File: src/rtl/parity_pkg.sv
// parity_pkg: shared types and helpers for the parity serial transmitter.
//   state_e    : frame controller states (IDLE, START, DATA, PARITY, STOP)
//   PAR_EVEN / PAR_ODD : cfg_par_odd encodings
//   parity_of  : parity bit for a word (zero-extended to PAR_MAX_W bits)
package parity_pkg;

  typedef enum logic [2:0] {
    IDLE,
    START,
    DATA,
    PARITY,
    STOP
  } state_e;

  localparam logic PAR_EVEN = 1'b0;
  localparam logic PAR_ODD  = 1'b1;

  // Widest word parity_of can take; narrower words are zero-extended,
  // which leaves the reduction XOR unchanged.
  localparam int unsigned PAR_MAX_W = 64;

  // Bit that makes the ones count over word+parity even (odd=0) or odd (odd=1).
  function automatic logic parity_of(input logic [PAR_MAX_W-1:0] word,
                                     input logic                 odd);
    return (^word) ^ odd;
  endfunction

endpackage

File: src/rtl/parity_calc.sv
// parity_calc: combinational parity generator.
//   data_i    [DATA_W] : word to protect
//   odd_i     [1]      : 1 = odd parity, 0 = even parity
//   par_bit_o [1]      : parity bit for data_i under the selected mode
module parity_calc
  import parity_pkg::*;
#(
  parameter int unsigned DATA_W = 8
) (
  input  logic [DATA_W-1:0] data_i,
  input  logic              odd_i,
  output logic              par_bit_o
);

  always_comb begin
    par_bit_o = parity_of(PAR_MAX_W'(data_i), odd_i);
  end

endmodule

File: src/rtl/parity_frame_tx.sv
// parity_frame_tx: accepts a word over valid/ready and transmits it as a
// line-idle-high serial frame: start bit, data LSB-first, optional parity
// bit, STOP_BITS stop bits. Each bit is held for CLKS_PER_BIT clocks.
//   clk, rst     : system clock (rising edge), synchronous active-high reset
//   cfg_par_en   : insert parity bit (sampled at handshake)
//   cfg_par_odd  : odd parity when 1, even when 0 (sampled at handshake)
//   in_data      : word to transmit
//   in_valid     : producer has a word
//   in_ready     : controller idle and able to accept (combinational)
//   tx_out       : registered serial line, idle high
//   busy         : frame in progress
//   par_bit      : parity bit latched for the current/last frame
//   frame_done   : one-cycle pulse on the final cycle of the last stop bit
module parity_frame_tx
  import parity_pkg::*;
#(
  parameter int unsigned DATA_W       = 8,
  parameter int unsigned CLKS_PER_BIT = 4,
  parameter int unsigned STOP_BITS    = 1
) (
  input  logic              clk,
  input  logic              rst,
  input  logic              cfg_par_en,
  input  logic              cfg_par_odd,
  input  logic [DATA_W-1:0] in_data,
  input  logic              in_valid,
  output logic              in_ready,
  output logic              tx_out,
  output logic              busy,
  output logic              par_bit,
  output logic              frame_done
);

  localparam int unsigned TICK_W = (CLKS_PER_BIT > 1) ? $clog2(CLKS_PER_BIT) : 1;
  localparam int unsigned CNT_MAX = (DATA_W > STOP_BITS) ? DATA_W : STOP_BITS;
  localparam int unsigned CNT_W  = $clog2(CNT_MAX + 1);

  localparam logic [TICK_W-1:0] TICK_LAST = TICK_W'(CLKS_PER_BIT - 1);
  localparam logic [CNT_W-1:0]  DATA_LAST = CNT_W'(DATA_W - 1);
  localparam logic [CNT_W-1:0]  STOP_LAST = CNT_W'(STOP_BITS - 1);

  state_e              state_q, state_d;
  logic [TICK_W-1:0]   tick_q, tick_d;
  logic [CNT_W-1:0]    cnt_q, cnt_d;
  logic [DATA_W-1:0]   shreg_q, shreg_d;
  logic                par_en_q, par_en_d;
  logic                par_bit_q, par_bit_d;
  logic                tx_q, tx_d;
  logic                busy_q, busy_d;
  logic                done_q, done_d;
  logic                calc_par;
  logic                last_tick;
  logic                xfer;

  parity_calc #(
    .DATA_W (DATA_W)
  ) u_parity_calc (
    .data_i    (in_data),
    .odd_i     (cfg_par_odd),
    .par_bit_o (calc_par)
  );

  assign in_ready  = (state_q == IDLE) && !rst;
  assign xfer      = in_valid && in_ready;
  // With CLKS_PER_BIT=1 TICK_LAST is 0, so every state ends each cycle.
  assign last_tick = (tick_q == TICK_LAST);

  always_comb begin
    state_d   = state_q;
    tick_d    = tick_q;
    cnt_d     = cnt_q;
    shreg_d   = shreg_q;
    par_en_d  = par_en_q;
    par_bit_d = par_bit_q;
    tx_d      = 1'b1;
    busy_d    = 1'b0;
    done_d    = 1'b0;

    case (state_q)
      IDLE: begin
        if (xfer) begin
          state_d   = START;
          tick_d    = '0;
          cnt_d     = '0;
          shreg_d   = in_data;
          par_en_d  = cfg_par_en;
          par_bit_d = calc_par;
        end
      end
      START: begin
        if (last_tick) begin
          state_d = DATA;
          tick_d  = '0;
          cnt_d   = '0;
        end else begin
          tick_d = tick_q + 1'b1;
        end
      end
      DATA: begin
        if (last_tick) begin
          tick_d  = '0;
          shreg_d = shreg_q >> 1;
          if (cnt_q == DATA_LAST) begin
            state_d = par_en_q ? PARITY : STOP;
            cnt_d   = '0;
          end else begin
            cnt_d = cnt_q + 1'b1;
          end
        end else begin
          tick_d = tick_q + 1'b1;
        end
      end
      PARITY: begin
        if (last_tick) begin
          state_d = STOP;
          tick_d  = '0;
          cnt_d   = '0;
        end else begin
          tick_d = tick_q + 1'b1;
        end
      end
      STOP: begin
        if (last_tick) begin
          tick_d = '0;
          if (cnt_q == STOP_LAST) begin
            state_d = IDLE;
            cnt_d   = '0;
          end else begin
            cnt_d = cnt_q + 1'b1;
          end
        end else begin
          tick_d = tick_q + 1'b1;
        end
      end
      default: begin
        state_d = IDLE;
        tick_d  = '0;
        cnt_d   = '0;
      end
    endcase

    // Outputs are computed from the next state so that they can be
    // registered without lagging the state by a cycle.
    case (state_d)
      START:   tx_d = 1'b0;
      DATA:    tx_d = shreg_d[0];
      PARITY:  tx_d = par_bit_d;
      default: tx_d = 1'b1;
    endcase

    busy_d = (state_d != IDLE);
    done_d = (state_d == STOP) && (tick_d == TICK_LAST) && (cnt_d == STOP_LAST);
  end

  always_ff @(posedge clk) begin
    if (rst) begin
      state_q   <= IDLE;
      tick_q    <= '0;
      cnt_q     <= '0;
      shreg_q   <= '0;
      par_en_q  <= 1'b0;
      par_bit_q <= 1'b0;
      tx_q      <= 1'b1;
      busy_q    <= 1'b0;
      done_q    <= 1'b0;
    end else begin
      state_q   <= state_d;
      tick_q    <= tick_d;
      cnt_q     <= cnt_d;
      shreg_q   <= shreg_d;
      par_en_q  <= par_en_d;
      par_bit_q <= par_bit_d;
      tx_q      <= tx_d;
      busy_q    <= busy_d;
      done_q    <= done_d;
    end
  end

  assign tx_out     = tx_q;
  assign busy       = busy_q;
  assign par_bit    = par_bit_q;
  assign frame_done = done_q;

endmodule

File: config.mk
export PLATFORM = sky130hd
export DESIGN_NAME = parity_frame_tx
export DESIGN_NICKNAME = d
export VERILOG_FILES = /design/src/rtl/parity_pkg.sv /design/src/rtl/parity_calc.sv /design/src/rtl/parity_frame_tx.sv
export SDC_FILE = /design/constraint.sdc
export NUM_CORES = 1
export LEC_CHECK = 0
export ABC_AREA = 1
export CORE_MARGIN = 1
export CORE_UTILIZATION = 40
export DETAILED_ROUTE_END_ITERATION = 12
export GPL_TIMING_DRIVEN = 0
export MAX_ROUTING_LAYER = met4
export SLEW_MARGIN = 20
export SYNTH_ARGS = -nofsm -noshare
export SYNTH_HDL_FRONTEND = slang
export SYNTH_SLANG_ARGS = --single-unit
File: constraint.sdc
create_clock -name clk -period 2.21 [get_ports clk]
set_input_delay 0.442 -clock clk [delete_from_list [all_inputs] [get_ports clk]]
set_output_delay 0.442 -clock clk [all_outputs]
set_load 0.01 [all_outputs]
Yosys cells after proc, flatten, opt, wreduce, memory -nomap -nowiden
Index checks and enable logic that the tools add are counted.
{"block": "classes", "n_addsub": 2, "eq_ne": 13, "mux": 25, "bitwise": 1, "reduce_logical": 15}
{"op": "parity 64 bit", "n": 1}
{"op": "two-way mux 3 bit", "n": 8}
{"op": "two-way mux 4 bit", "n": 6}
{"op": "two-way mux 8 bit", "n": 2}
{"op": "one-hot mux 4 bit (4 select lines)", "n": 1}
{"op": "one-hot mux 8 bit (2 select lines)", "n": 1}
{"op": "one-hot mux 3 bit (5 select lines)", "n": 1}
{"op": "== test 3 x 2 -> 1 bit (second input constant)", "n": 4}
{"op": "zero test 4 bit", "n": 2}
{"op": "== test 3 x 1 -> 1 bit (second input constant)", "n": 2}
{"op": "== test 3 bit (second input constant)", "n": 2}
{"op": "adder 4 x 1 -> 4 bit (second input constant)", "n": 1}
{"op": "== test 2 bit (second input constant)", "n": 2}
{"op": "== test 4 x 3 -> 1 bit (second input constant)", "n": 1}
{"op": "logical AND 1 bit", "n": 4}
{"op": "two-way mux 2 bit", "n": 2}
{"op": "inequality test 2 bit (second input constant)", "n": 2}
{"op": "one-hot mux 2 bit (2 select lines)", "n": 1}
{"op": "OR reduction 4 bit", "n": 1}
{"op": "zero test 3 bit", "n": 1}
{"op": "one-hot mux 1 bit (3 select lines)", "n": 1}
{"op": "AND reduction 3 bit", "n": 1}
{"op": "nonzero test 3 bit", "n": 1}
{"op": "adder 2 x 1 -> 2 bit (second input constant)", "n": 1}
{"op": "other kinds (6)", "n": 7}
{"block": "word_totals", "ff_bits": 22, "inputBits": 13, "output_inout_bits": 5, "word_cells": 66}

Depth between registers and ports, before layout
Gate-level depths: netlist (run 1).
{"block": "depth", "ltp_word": 8, "ltp_mapped": 11}

By module
A second synthesis (run 1) with hierarchy kept.
{"block": "unflattened", "hier_cells": 231, "area_unflattened_um2": 1455.1}
{"mod": "parity_frame_tx", "n_inst": 1, "cells_each": 193, "area_each_um2": 1291.2, "seq_area_each_um2": 440.4}
{"mod": "parity_calc", "n_inst": 1, "cells_each": 38, "area_each_um2": 163.9, "seq_area_each_um2": 0.0}

Worst setup path after synthesis (run 1)
OpenSTA, ideal clock, no wires.
{"block": "synth_timing", "path_type": "flip-flop to flip-flop", "startpoint": "register cnt_q[0]", "endpoint": "register tx_q (netlist: tx_out)", "setup_time_ns": 0.120, "t_arrival_ns": 1.267, "slack_ns": 0.823, "path_stages_with_launch": 11, "n_path_buf": 0, "period_less_slack_ns": 1.387, "cell_sequence": "dfxtp_1 -> ha_1 -> nand2_1 -> nor2_1 -> inv_1 -> o21ai_1 -> nand3_1 -> inv_1 -> nor2_1 -> nand2_1 -> nand3_1"}
{"block": "synth_between", "elab_chain_cells": 6, "elab_cells_between_ends": 11}
{"element": "from (decl)", "line_no": "parity_frame_tx.sv:44", "text": "logic [CNT_W-1:0] cnt_q, cnt_d;"}
{"element": "from (signal assigned)", "line_no": "parity_frame_tx.sv:169", "text": "cnt_q <= cnt_d;"}
{"element": "== test 4 x 3 -> 1 bit or zero test 4 bit (tied branches)", "line_no": "parity_frame_tx.sv:103, parity_frame_tx.sv:125"}
{"element": "two-way mux 3 bit (on tied branches)", "line_no": "parity_frame_tx.sv:103, parity_frame_tx.sv:125"}
{"element": "two-way mux 3 bit (on tied branches)", "line_no": "parity_frame_tx.sv:100, parity_frame_tx.sv:123"}
{"element": "one-hot mux 3 bit (5 select lines) *", "line_no": "parity_frame_tx.sv:79", "text": "case (state_q)"}
{"element": "== test 3 x 2 -> 1 bit or == test 3 x 1 -> 1 bit (tied branches)", "line_no": "parity_frame_tx.sv:144", "text": "case (state_d)"}
{"element": "one-hot mux 1 bit (3 select lines) *", "line_no": "parity_frame_tx.sv:144"}
{"element": "to (signal assigned)", "line_no": "parity_frame_tx.sv:173", "text": "tx_q <= tx_d;"}
{"element": "to (decl)", "line_no": "parity_frame_tx.sv:48", "text": "logic tx_q, tx_d;"}
Mark *: on every way between the ends. The rest lies on a longest branch, timed or not.
A chain may end at the register's enable or synchronous reset.

Worst setup path in the final report (run 1)
{"block": "layout_timing", "startpoint": "register state_q[1]", "endpoint": "output in_ready"}
{"block": "layout_between", "elab_chain_cells": 2}
{"element": "from (decl)", "line_no": "parity_frame_tx.sv:42", "text": "state_e state_q, state_d;"}
{"element": "from (signal assigned)", "line_no": "parity_frame_tx.sv:167", "text": "state_q <= state_d;"}
{"element": "zero test 3 bit", "line_no": "parity_frame_tx.sv:63", "text": "assign in_ready = (state_q == IDLE) && !rst;"}
{"element": "logical AND 1 bit", "line_no": "parity_frame_tx.sv:63"}
{"element": "to (decl)", "line_no": "parity_frame_tx.sv:27", "text": "output logic in_ready,"}
Every way passes these cells.

==> summary.md, run 1 <==
| Metric | Value |
|---|---|
| Worst Setup SP | `state_q[1]` |
| CP Launch Type | `flip-flop` |
| Clock Path Buffers | `2` |
| N_diodes | `0` |
| Crit-path slowest cell | `clkdlybuf4s50_1` |
| Nets | `~280` |
| Peak Freq | `between 400 and 500 MHz` |
| Critical path depth | `4` |
| Multiplexer share of the synthesized area | `0%` |
| Distinct cells, synth | `25` |
| Slew margin rel. | `69.6%` |
| Synth Register Bits | `22` |
| Vert. Die Dim | `62.4 um` |
| H-tree level count | `1` |
| Post-route antenna net violation count | `0` |
| Pin count of the biggest net entering global routing | `14` |
| Mapped Cells | `~250` |
| Drt initial violations | `103` |
| Post-synthesis xor/xnor area fraction | `approximately 1.8%` |
| Final cycle utilization of the critical path | `between 90% and 100%` |
| Vias in the first global route | `approximately 1300` |
| Ys Warns | `0` |
| Arrival @ worst endpoint | `1.63 ns` |
| Total die area | `between 0.003 and 0.004 mm2` |
| TritonCTS buffer count | `3` |
| CP Capture Type | `output port` |
| Final core occ | `51.0%` |
| Vias per cell | `4.62` |
| Largest family of logic cells by synthesized area | `simple AND/OR/NAND/NOR gates` |
| CP top delay family | `buffers and inverters` |
| Req. time, crit path | `1.77 ns` |
| Top Usage Layer GRT | `met2` |
| Unrepaired setup endpoints after global routing | `false` |
| First-pass GRT wire length | `5.67 mm` |
| Antenna violations before repair | `0` |
| Crit path max fanout | `5` |
| Cell Area, Synth | `between 0.001 and 0.0015 mm2` |
| Peak supply drop | `0.000300 V` |
| Worst reg2reg path startpoint | `cnt_q[0]` |
| Reg2reg path depth | `8` |
| Power Total | `0.000914 W` |
| Static Leak | `0.859 nW` |
| Endpoints failing hold | `0` |
| Grt met3 use | `between 4 and 5%` |
| CP dominant cell by count | `nor2_4` |
| Compound-Gate Fraction of Synth Area | `between 10% and 20%` |
| Final period demand of the worst path | `2.08 ns` |
| Clock Skews | `0.00179 ns` |
| Share of cells above drive strength 1 | `about 6.4%` |
| Clock Sinks | `22` |
| Kind of critical path | `reg2out` |
| Tot GR Track Use | `18.4%` |
| CTS tree | `yes` |
| Clock Tree Root | `clkbuf_4` |
| # DRC | `0` |
| Syn avg cell area | `5.96 um2` |
| Max_cap viols | `0` |
| Simple-gate share of the synthesized area | `42.6%` |
| Tightest Pin Transition | `0.456 ns` |
| Status | `completed` |
| Core area | `0.00342 mm2` |
| Final setup viols | `0` |
| Routed WL per cell | `9.94 um` |
| Crit-path max cell delay | `0.54 ns` |
| Die X-Extent | `62.4 um` |
| Area grow syn2layout | `19.2%` |
| WP buf/inv | `1` |
| Met1 usage | `between 20% and 30%` |
| PwrDens | `approximately 520 mW/mm2` |
| Hold Crit Class | `reg2reg` |
| Worst r2r dst | `busy` |
| Routability cong. | `slightly above 0.8` |
| Post-synthesis sequential area ratio | `a little under a third` |
| Grt ovf | `0` |
| DPL Wire Length | `2.41 mm` |
| Leading cell types in the layout, fill and taps excluded | `nand2_1, inv_1, nor2_1` |
| Grt met2 use | `27.2%` |
| Routed WL | `3.10 mm` |
| Pins Over Slew Limit | `0` |
| Via count | `1440` |
| FF-to-FF setup slack | `0.49 ns` |
| Port Buf Inserts | `17` |
| Worst-Skew Late Latency | `0.31 ns` |
| Hold-fix buffer count after cts | `0` |
| Rows | `21` |
| Final setup TNS | `0 ns` |
| Synthesized net count | `between 200 and 300` |
| Crit path to | `in_ready` |
| Most common cell after layout, fill and taps aside | `nand2_1` |
| Cell Chain, Critical Path | `nor2_4, nand2_2, nor2_4, clkdlybuf4s50_1` |
| Drt pass-1 iters | `4` |
| Initial core utilization | `42.8%` |
| Post-CTS sizing | `0` |
| Clk pin slew, worst setup/hold paths | `0.13 ns` |
| Post-Synth Adder-Cell Area | `2.57%` |
| Setup bufs post-CTS | `0` |
| IO Pins | `18` |
[synthesized netlist by cell type (all sizes together)]
master | count | share of area, %
nand4 | 2 | 0.86
nand3 | 17 | 5.8
o21ai | 10 | 3.7
nor2 | 31 | 9.7
or2 | 1 | 0.43
a22oi | 6 | 3.1
o31ai | 1 | 0.51
nor3 | 2 | 0.68
a21oi | 14 | 4.8
xnor2 | 1 | 0.60
nand2 | 90 | 25
ha | 3 | 2.6
and2 | 1 | 0.43
dfxtp | 22 | 30
clkbuf | 3 | 0.77
inv | 38 | 9.8
xor2 | 2 | 1.2
clkinv | 1 | 0.34
[kinds of logic after synthesis]
logic type	after synthesis
xor+xnor	3
fa+ha+maj	3
flops	22
simple gates	144
compound gates	31
buf+inv	42
[metal layers]
layer  vias to the layer above  part of all wire, %  wire length [um]
li1                        801                    -                 -
met5                         -                    0                 0
met3                         2                  2.6                81
met4                         0                 0.61                19
met2                        17                   40              1250
met1                       620                   57              1760
[layout make-up]
type / instances / area [um2]
well taps: 46 / 57.6
flip-flops and latches: 22 / 440
plain buffers: 3 / 11.3
clock inverters: 1 / 30.0
repair buffers: 17 / 170
multi-input cells: 181 / 862
fillers: 382 / 1670
clock buffers: 3 / 22.5
inverters: 39 / 148
[flip-flops by register name (all words and copies together), names as in the netlist]
signal,flops
cnt_q,4
state_q,3
frame_done,1
shreg_q,8
par_en_q,1
par_bit,1
busy,1
tick_q,2
tx_out,1
[stage by stage]
| stage | worst slack (ns) | hold WS (ns) | area, um2 | instances |
|---|---|---|---|---|
| floorplan | 0.823 | 0.441 | 1460 | 245 |
| global route | 0.0542 | 0.501 | 1740 | 312 |
| global placement | 0.169 | 0.456 | 1690 | 308 |
| CTS | 0.130 | 0.474 | 1740 | 312 |
| detailed placement | 0.174 | 0.455 | 1690 | 308 |
| finish | 0.134 | 0.474 | 1740 | 312 |
[where the power goes]
| group | switching, W | internal (W) | total (W) |
|---|---|---|---|
| Sequential | 0.0000103 | 0.000414 | 0.000425 |
| Clock | 0.000129 | 0.000183 | 0.000312 |
| Combinational | 0.000103 | 0.0000745 | 0.000177 |
| Total | 0.000242 | 0.000672 | 0.000914 |
[worst min path at each step]
| stage | from | end | slack, ns | cells past startpoint |
|---|---|---|---|---|
| floorplan | shreg_q[7] | shreg_q[7] | 0.44 | 2 |
| global placement | shreg_q[7] | shreg_q[7] | 0.46 | 2 |
| detailed placement | shreg_q[5] | shreg_q[5] | 0.46 | 2 |
| CTS | shreg_q[5] | shreg_q[5] | 0.47 | 2 |
| global route | shreg_q[3] | shreg_q[3] | 0.50 | 2 |
| finish | shreg_q[5] | shreg_q[5] | 0.47 | 2 |
[worst register-to-register path, cell delays in order, from the launching register on]
cell	delay (ns)
dfxtp_1	0.40
ha_1	0.18
nand2_1	0.07
nor2_1	0.23
inv_1	0.12
o21ai_1	0.17
nand3_1	0.16
nor2_1	0.19
a21oi_1	0.09
No activity file was read; power rests on OpenSTA's default activity.
==> inputs of run 2 (changes only) <==
--- a/config.mk
+++ b/config.mk
@@ -6,11 +6,11 @@
 export NUM_CORES = 1
 export LEC_CHECK = 0
 export ABC_AREA = 1
-export CORE_MARGIN = 1
 export CORE_UTILIZATION = 40
 export DETAILED_ROUTE_END_ITERATION = 12
 export GPL_TIMING_DRIVEN = 0
 export MAX_ROUTING_LAYER = met4
+export SKIP_CTS_REPAIR_TIMING = 1
 export SLEW_MARGIN = 20
 export SYNTH_ARGS = -nofsm -noshare
 export SYNTH_HDL_FRONTEND = slang
==> results of run 2 <==
Final layout, timing and power as in run 1 (identical DEF).
==> inputs of run 3 (changes only) <==
--- a/config.mk
+++ b/config.mk
@@ -6,10 +6,11 @@
 export NUM_CORES = 1
 export LEC_CHECK = 0
 export ABC_AREA = 1
-export CORE_UTILIZATION = 40
+export CORE_UTILIZATION = 55
 export DETAILED_ROUTE_END_ITERATION = 12
 export GPL_TIMING_DRIVEN = 0
 export MAX_ROUTING_LAYER = met4
+export PLACE_DENSITY = 0.79
 export SKIP_CTS_REPAIR_TIMING = 1
 export SLEW_MARGIN = 20
 export SYNTH_ARGS = -nofsm -noshare
==> summary.md, run 3 (same netlist as run 1, synthesis figures left out) <==
| Metric | Value |
|---|---|
| Status | `completed` |
| Clk pin slew, worst setup/hold paths | `0.12 ns` |
| Hold Crit Class | `reg2reg` |
| Clock Tree Root | `clkbuf_4` |
| First-pass GRT wire length | `5.00 mm` |
| CTS tree | `yes` |
| Tot GR Track Use | `approximately a quarter` |
| WL met3 | `129 um` |
| Final period demand of the worst path | `approximately 2.1 ns` |
| Met2 routed WL | `1.25 mm` |
| Max reg flops | `8` |
| Post-Layout Inst Area | `0.00172 mm2` |
| Clock Path Buffers | `2` |
| Final cycle utilization of the critical path | `93.2%` |
| Share of cells above drive strength 1 | `6.39%` |
| DPL Wire Length | `2.31 mm` |
| CP top delay family | `buffers and inverters` |
| Grt ovf | `0` |
| Met1 Routed Length | `1.61 mm` |
| Nets | `283` |
| Peak Freq | `486 MHz` |
| CP Launch Type | `flip-flop` |
| WP buf/inv | `1` |
| Tightest Pin Transition | `approximately 0.46 ns` |
| Routed WL per cell | `10.2 um` |
| CP dominant cell by count | `nor2_4` |
| Pin count of the biggest net entering global routing | `14` |
| Crit-path slowest cell | `clkdlybuf4s50_1` |
| Final setup TNS | `0 ns` |
| Largest registers | `shreg_q (8), cnt_q (4), state_q (3)` |
| Total die area | `about 0.0029 mm2` |
| Most flop-heavy register | `shreg_q` |
| Static Leak | `0.859 nW` |
| Die X-Extent | `between 50 and 60 um` |
| Vias per cell | `5.05` |
| Drt initial violations | `36` |
| Worst-Skew Late Latency | `0.31 ns` |
| H-tree level count | `1` |
| Max layer used | `met4` |
| Endpoints failing hold | `0` |
| # DRC | `0` |
| Clock Skews | `between 0.003 and 0.004 ns` |
| Crit-path max cell delay | `approximately 0.54 ns` |
| Port Buf Inserts | `17` |
| Most common cell after layout, fill and taps aside | `nand2_1` |
| Initial core utilization | `58.5%` |
| Pins Over Slew Limit | `0` |
| N_diodes | `0` |
| Routability cong. | `0.866` |
| CP Capture Type | `output port` |
| Rows | `18` |
| Clock Sinks | `22` |
| Drt pass-1 iters | `4` |
| Slew margin rel. | `a little under 70%` |
| Final core occ | `68.9%` |
| Antenna violations before repair | `0` |
| Cell Chain, Critical Path | `nor2_4, nand2_2, nor2_4, clkdlybuf4s50_1` |
| Leading cell types in the layout, fill and taps excluded | `nand2_1, inv_1, nor2_1` |
| Req. time, crit path | `1.77 ns` |
| Via count | `~1500` |
| Routed WL | `between 3 and 4 mm` |
| Post-route antenna net violation count | `0` |
| Power Total | `0.000911 W` |
| Area after DPL | `0.00167 mm2` |
| Arrival @ worst endpoint | `~1.6 ns` |
| IO Pins | `18` |
| Core area | `0.00250 mm2` |
| Vert. Die Dim | `53.5 um` |
| Unrepaired setup endpoints after global routing | `false` |
| Vias in the first global route | `1175` |
| Kind of critical path | `reg2out` |
| Max_cap viols | `0` |
| Peak supply drop | `0.000580 V` |
| PwrDens | `529 mW/mm2` |
| TritonCTS buffer count | `3` |
| Crit path max fanout | `5` |
| Final setup viols | `0` |
| Filler cell count | `roughly 260` |
| Area grow syn2layout | `17.8%` |
-- run 3: cell counts in the layout (fill, tap and decap cells not counted) --
No cell type changed its count.
-- run 3: metrics by stage --
| step | instances | hold slack (ns) | worst slack [ns] |
|---|---|---|---|
| final | 296 | 0.476 | 0.150 |
| after global routing | 296 | 0.489 | 0.0733 |
| after CTS | 296 | 0.474 | 0.149 |
| after detailed placement | 292 | 0.456 | 0.174 |
| after global placement | 292 | 0.455 | 0.176 |
| after floorplan | 245 | 0.441 | 0.823 |
-- run 3: per-layer routing --
metal  vias up  global-route usage [%]
met1       652                    35.3
met4         0                    3.51
li1        808                       -
met2        28                    35.4
met3         6                    5.08
met5         -                       -
-- run 3: report_power, final --
group	internal, W	switching (W)	total, W
registers	0.000414	0.0000104	0.000425
logic	0.0000745	0.000103	0.000178
clock network	0.000183	0.000125	0.000308
total	0.000672	0.000239	0.000911
-- run 3: cell type report --
| cell class | instances | area [um2] | area share [%] |
|---|---|---|---|
| clock buffer | 3 | 22.5 | 1.31 |
| buffer | 3 | 11.3 | 0.654 |
| multi-input combinational | 181 | 862 | 50.1 |
| timing repair buffer | 17 | 170 | 9.88 |
| tap | 30 | 37.5 | 2.18 |
| sequential | 22 | 440 | 25.6 |
| inverter | 39 | 148 | 8.58 |
| clock inverter | 1 | 30.0 | 1.74 |
-- run 3: worst paths after layout --
check / from / end / slack [ns] / cells after the start
worst min register to register: shreg_q[7] / shreg_q[7] / 0.48 / 2
worst max register to register: cnt_q[0] / tx_out / 0.53 / 10
worst max-delay path: state_q[1] / in_ready / 0.15 / 4
worst min-delay path: shreg_q[7] / shreg_q[7] / 0.48 / 2
-- run 3: worst reg2reg max path: cells and delay by family (launching register included) --
kind / cells / cell delay, ns
compound gates: 1 / 0.16
fa+ha+maj: 1 / 0.19
buf+inv: 2 / 0.22
flops: 1 / 0.40
simple gates: 6 / 0.62
